**config.mk**
```make
export PLATFORM = sky130hd
export DESIGN_NAME = count_seg_decode
export DESIGN_NICKNAME = d
export VERILOG_FILES = /design/src/rtl/count_seg_decode.sv
export SDC_FILE = /design/constraint.sdc
export NUM_CORES = 1
export LEC_CHECK = 0
export CAP_MARGIN = 0
export CORE_ASPECT_RATIO = 2
export CORE_MARGIN = 10
export CORE_UTILIZATION = 50
export CTS_BUF_LIST = sky130_fd_sc_hd__clkbuf_8 sky130_fd_sc_hd__clkbuf_16
export CTS_CLUSTER_DIAMETER = 60
export DETAILED_ROUTE_END_ITERATION = 10
export PLACE_DENSITY = 0.75
export RECOVER_POWER = 50
export SKIP_LAST_GASP = 1
export SLEW_MARGIN = 5
export SYNTH_ARGS = -nofsm -noshare
export SYNTH_HDL_FRONTEND = slang
export SYNTH_SLANG_ARGS = --single-unit
```
**constraint.sdc**
```tcl
create_clock -name CLK -period 4.3 [get_ports CLK]
set_input_delay 0.645 -clock CLK [delete_from_list [all_inputs] [get_ports CLK]]
set_output_delay 0.645 -clock CLK [all_outputs]
set_load 0.005 [all_outputs]
```
**src/rtl/count_seg_decode.sv**
```systemverilog
// count_seg_decode: scanned 3-digit 7-segment display decoder with per-digit settling and frame assembly.
// Optional macro SEG_ERR_CNT_EN adds ERR_CNT, a saturating count of SEG_ERR pulses.
module count_seg_decode #(
    parameter int STABLE_CNT = 4
) (
    input  logic       CLK,
    input  logic       RESET,
    input  logic [6:0] SEG_C,
    input  logic [7:0] SEG_SEL,
    output logic [3:0] BCD_1,
    output logic [3:0] BCD_10,
    output logic [3:0] BCD_100,
    output logic [9:0] VALUE,
    output logic       FRAME_DONE,
    output logic       VALID,
    output logic       SEG_ERR
`ifdef SEG_ERR_CNT_EN
    ,
    output logic [7:0] ERR_CNT
`endif
);
    typedef enum logic [1:0] {IDLE, SETTLE, HELD} state_t;

    localparam logic [3:0] LP_SAT = 4'(STABLE_CNT);
    localparam logic [3:0] LP_CAP = 4'(STABLE_CNT - 1);

    logic [6:0] r_seg, r_seg_prev;
    logic [7:0] r_sel, r_sel_prev;
    logic [3:0] r_cnt;
    state_t     r_state;
    logic [2:0] r_mask;
    logic [3:0] r_sh1, r_sh10, r_sh100;
    logic       r_pend;

    logic       w_chg, w_stable, w_sel_idle, w_sel_ok, w_dig_ok;
    logic       w_cap, w_err;
    logic [3:0] w_cnt_nxt, w_dig;
    logic [2:0] w_bit, w_mask_nxt;

    always_comb begin
        w_chg      = (r_seg != r_seg_prev) || (r_sel != r_sel_prev);
        w_cnt_nxt  = w_chg ? 4'd0 : ((r_cnt == LP_SAT) ? r_cnt : r_cnt + 4'd1);
        w_stable   = !w_chg && (w_cnt_nxt == LP_CAP);
        w_sel_idle = (r_sel == 8'hFF);
        w_bit      = 3'b000;
        case (r_sel)
            8'hFE:   w_bit = 3'b001;
            8'hFD:   w_bit = 3'b010;
            8'hFB:   w_bit = 3'b100;
            default: w_bit = 3'b000;
        endcase
        w_sel_ok = (w_bit != 3'b000);
        w_dig    = 4'd0;
        w_dig_ok = 1'b1;
        case (r_seg)
            7'h3f:   w_dig = 4'd0;
            7'h06:   w_dig = 4'd1;
            7'h5b:   w_dig = 4'd2;
            7'h4f:   w_dig = 4'd3;
            7'h66:   w_dig = 4'd4;
            7'h6d:   w_dig = 4'd5;
            7'h7c:   w_dig = 4'd6;
            7'h07:   w_dig = 4'd7;
            7'h7f:   w_dig = 4'd8;
            7'h67:   w_dig = 4'd9;
            default: w_dig_ok = 1'b0;
        endcase
        // Re-capturing a digit already in the mask starts a fresh frame from that digit.
        w_mask_nxt = ((r_mask & w_bit) != 3'b000) ? w_bit : (r_mask | w_bit);
        w_cap      = w_stable && (r_state == SETTLE);
        w_err      = (w_cap && !w_dig_ok)
                  || (w_stable && (r_state == IDLE) && !w_sel_ok && !w_sel_idle);
    end

    always_ff @(negedge CLK or posedge RESET) begin
        if (RESET) begin
            r_seg      <= 7'h00;
            r_sel      <= 8'hFF;
            r_seg_prev <= 7'h00;
            r_sel_prev <= 8'hFF;
            r_cnt      <= 4'd0;
            r_state    <= IDLE;
            r_mask     <= 3'b000;
            r_sh1      <= 4'd0;
            r_sh10     <= 4'd0;
            r_sh100    <= 4'd0;
            r_pend     <= 1'b0;
            BCD_1      <= 4'd0;
            BCD_10     <= 4'd0;
            BCD_100    <= 4'd0;
            VALUE      <= 10'd0;
            FRAME_DONE <= 1'b0;
            VALID      <= 1'b0;
            SEG_ERR    <= 1'b0;
        end else begin
            r_seg      <= SEG_C;
            r_sel      <= SEG_SEL;
            r_seg_prev <= r_seg;
            r_sel_prev <= r_sel;
            r_cnt      <= w_cnt_nxt;
            SEG_ERR    <= w_err;
            FRAME_DONE <= r_pend;
            r_pend     <= 1'b0;
            if (r_pend) begin
                BCD_1   <= r_sh1;
                BCD_10  <= r_sh10;
                BCD_100 <= r_sh100;
                VALUE   <= 10'(r_sh100) * 10'd100 + 10'(r_sh10) * 10'd10 + 10'(r_sh1);
                VALID   <= 1'b1;
                r_mask  <= 3'b000;
            end
            if (w_err)
                r_mask <= 3'b000;
            if (w_chg) begin
                r_state <= w_sel_ok ? SETTLE : IDLE;
            end else if (w_cap) begin
                r_state <= HELD;
                if (w_dig_ok) begin
                    if (w_bit[0]) r_sh1   <= w_dig;
                    if (w_bit[1]) r_sh10  <= w_dig;
                    if (w_bit[2]) r_sh100 <= w_dig;
                    r_mask <= w_mask_nxt;
                    // Only a hundreds capture closes a frame.
                    r_pend <= w_bit[2] && (w_mask_nxt == 3'b111);
                end
            end
        end
    end

`ifdef SEG_ERR_CNT_EN
    always_ff @(negedge CLK or posedge RESET) begin
        if (RESET)
            ERR_CNT <= 8'd0;
        else if (w_err && (ERR_CNT != 8'hFF))
            ERR_CNT <= ERR_CNT + 8'd1;
    end
`endif

endmodule

```
==> impl_metrics.yaml <==
finish:
  drive_above_1_share: 0.154
  nets: 431
  register_area_um2: 1920
  antennaDiodeCount: 0
  multiInputGateArea_um2: 1700
  num-fill-cells: 573
  area_delta_synth_final_pct: 21.7
  final_core_util: 0.619
  final_cell_mix: "dfrtn_1, inv_1, mux2_2, xnor2_1"
  final_common_cell: "dfrtn_1"
critical_path:
  critPathMaxStageDelay_ns: 0.51
  timing.critical_path.from: "BCD_1[0]"
  setup.worst_path.end_class: "output port"
  worstPathBufferInverterCount: 1
  crit_chain: "clkdlybuf4s50_1"
  crit_path_top_delay_cell: "clkdlybuf4s50_1"
  timing.setup.critical_path_class: "reg -> out"
  required_ns: 3.65
  worstReg2RegStart: "r_cnt[0]"
  cp_max_fo: 3
  cp_top_family: "buffers and inverters"
  startpoint_type: "flip-flop"
  cp.arrival_ns: 3.43
pwr:
  pwr-share-comb: 0.035
  p_leak_uw: 0.00212
  intPower_uw: 1260
  ir_worst_vdd_uv: 275
  switching_share: 0.239
  clock_power_share: 0.507
  pwr-share-seq: 0.459
  pwr_density_cell_nw_per_um2: 358
  switchingPower_uw: 396
timing:
  skew_ns: 0.0668
  setup_viol: 0
  hold_viol: 0
  drv_slew: 0
  hold_slack_ns: 0.375
  maxSlewHeadroom: 0.353
  tightestPinTransition_ns: 0.971
  rsz0062_at_grt: "false"
  setup_tns_ns: 0
floorplanning:
  die_w_um: 81.7
  die_area_um2: 11700
  num_rows: 45
  start_util: 0.508
  design.core.area_um2: 7490
  design.portCount: 42
  die_y_um: 143
cts:
  clk_path_buf_depth: 2
  cts_resized: 0
  cts_root_buf: "clkbuf_16"
  clk_pin_slew_ns: 0.05
  h-tree-depth: 3
  cts_tree: "done"
  cts_buffers: 9
  clock-sinks: 76
  hold_buffers: 0
  cts_setup_buffers: 0
  clk_latency_ns: 0.41
synthesis:
  avgSynthCellArea_um2: 11.5
  synth_area_um2: 3810
  ys_top_cells_by_area: "dfrtn_1, dfstp_2, mux2_2, ha_1, xnor2_1"
  syn_inst: 330
  yosys_warnings: 0
  synth_cell_types: 45
  synth.net_count: 377
  synth.ff_latch_count: 76
  ys_seq_area_frac: 0.505
  synth_edf_count: 0
  async_flop_share: 1.00
  synth_top_cell_by_area: "dfrtn_1"
  ys.flop_type: "dfrtn_1"
  synth_top_area_frac: 0.394
grt:
  grt_overflow: 0
  grt_max_degree: 77
  grt_pass1_vias: 2724
  antenna_found_initial: 0
  grt_first_pass_wirelength_um: 12400
  track_usage: 0.136
routing:
  vias: 2576
  wirelength_um: 7300
  ant_nets: 0
  drtPass1Iterations: 4
  drc: 0
  route.detailed.wl_per_inst_um: 15.1
  viasPerCell: 5.33
  dr.first_iter.drc_count: 105
flow_run:
  maxCapViolCount: 0
min_path:
  hold_class: "reg -> reg"
  worstHoldStart: "r_sel[3]"
run_status:
  status: "finished, final reports clean"
placed_design:
  hpwl_um: 5420
  gp_congestion: 0.819
  portBuffers: 41
-- layout make-up --
type                       count  share of cell area
clock buffer                  10              0.0516
clock inverter                22              0.0286
inverter                      27              0.0227
multi-input combinational    212               0.367
sequential                    76               0.415
tap                           94              0.0254
timing repair buffer          42              0.0902
-- synthesized netlist by cell type, types with 3 or more instances --
cell type / instances
and3_1: 3
xnor2_1: 26
nor2_1: 14
o21ai_0: 13
or2_2: 3
nand2b_1: 3
nand2_1: 18
mux2_2: 30
dfstp_2: 16
nor3_1: 9
nor2b_1: 6
inv_1: 28
ha_1: 25
buf_1: 3
nand3_1: 5
a21oi_1: 14
fa_1: 5
clkbuf_1: 10
nor3b_1: 5
dfrtn_1: 60
nand4_1: 3
-- stage by stage --
step,setup WS [ns],instance area (µm²),std cells,total power [µW]
finish,0.228,4630,483,1660
global route,0.154,4630,483,1730
CTS,0.196,4670,483,1680
detailed placement,0.578,4300,452,860
global placement,0.584,4300,452,856
floorplan,0.755,3810,330,831
-- registers in the layout (all words and copies together), names as in the netlist, 2 cells and up --
name	flops
BCD_1	4
r_sh10	4
r_state	2
r_sh1	4
r_sel_prev	8
r_sel	8
VALUE	9
r_cnt	4
r_seg_prev	7
BCD_10	4
r_mask	3
r_sh100	4
r_seg	7
BCD_100	4
-- worst paths after layout --
kind	slack (ns)	cells after the start	to
min	0.37	0	r_sel_prev[3]
max reg2reg	0.64	8	r_sh100[2]
min in group asynchronous	3.17	3	r_state[1]
min reg2reg	0.37	0	r_sel_prev[3]
max in group asynchronous	0.49	3	r_sh100[2]
max	0.23	1	VALUE[0]
-- kinds of logic (layout without fill, tap and decap cells) --
family | Yosys count | after routing | share of synthesized area
AOI/OAI and AO/OA | 43 | 43 | 0.0746
xor gates and xnor gates | 28 | 28 | 0.0644
adders and majority gates | 30 | 30 | 0.108
buffers and inverters | 42 | 101 | 0.0424
DFF | 76 | 76 | 0.505
muxes | 30 | 30 | 0.0887
and+or+nand+nor | 81 | 81 | 0.117
-- routing by layer --
metal,GRT usage,wire (µm),vias to the layer above
met5,0,0,-
met4,0.0694,167,0
met3,0.0451,462,15
met2,0.218,3640,67
met1,0.154,3030,1244
li1,-,-,1250
-- power groups by stage --
| stage | Clock, µW | Sequential, µW | Combinational, µW |
|---|---|---|---|
| floorplan | 24.2 | 759 | 47.5 |
| global placement | 24.2 | 770 | 61.4 |
| CTS | 859 | 761 | 63.9 |
| detailed placement | 24.2 | 772 | 63.2 |
| finish | 840 | 760 | 57.2 |
| global route | 900 | 762 | 63.9 |
(Power assumes the default switching activity.)
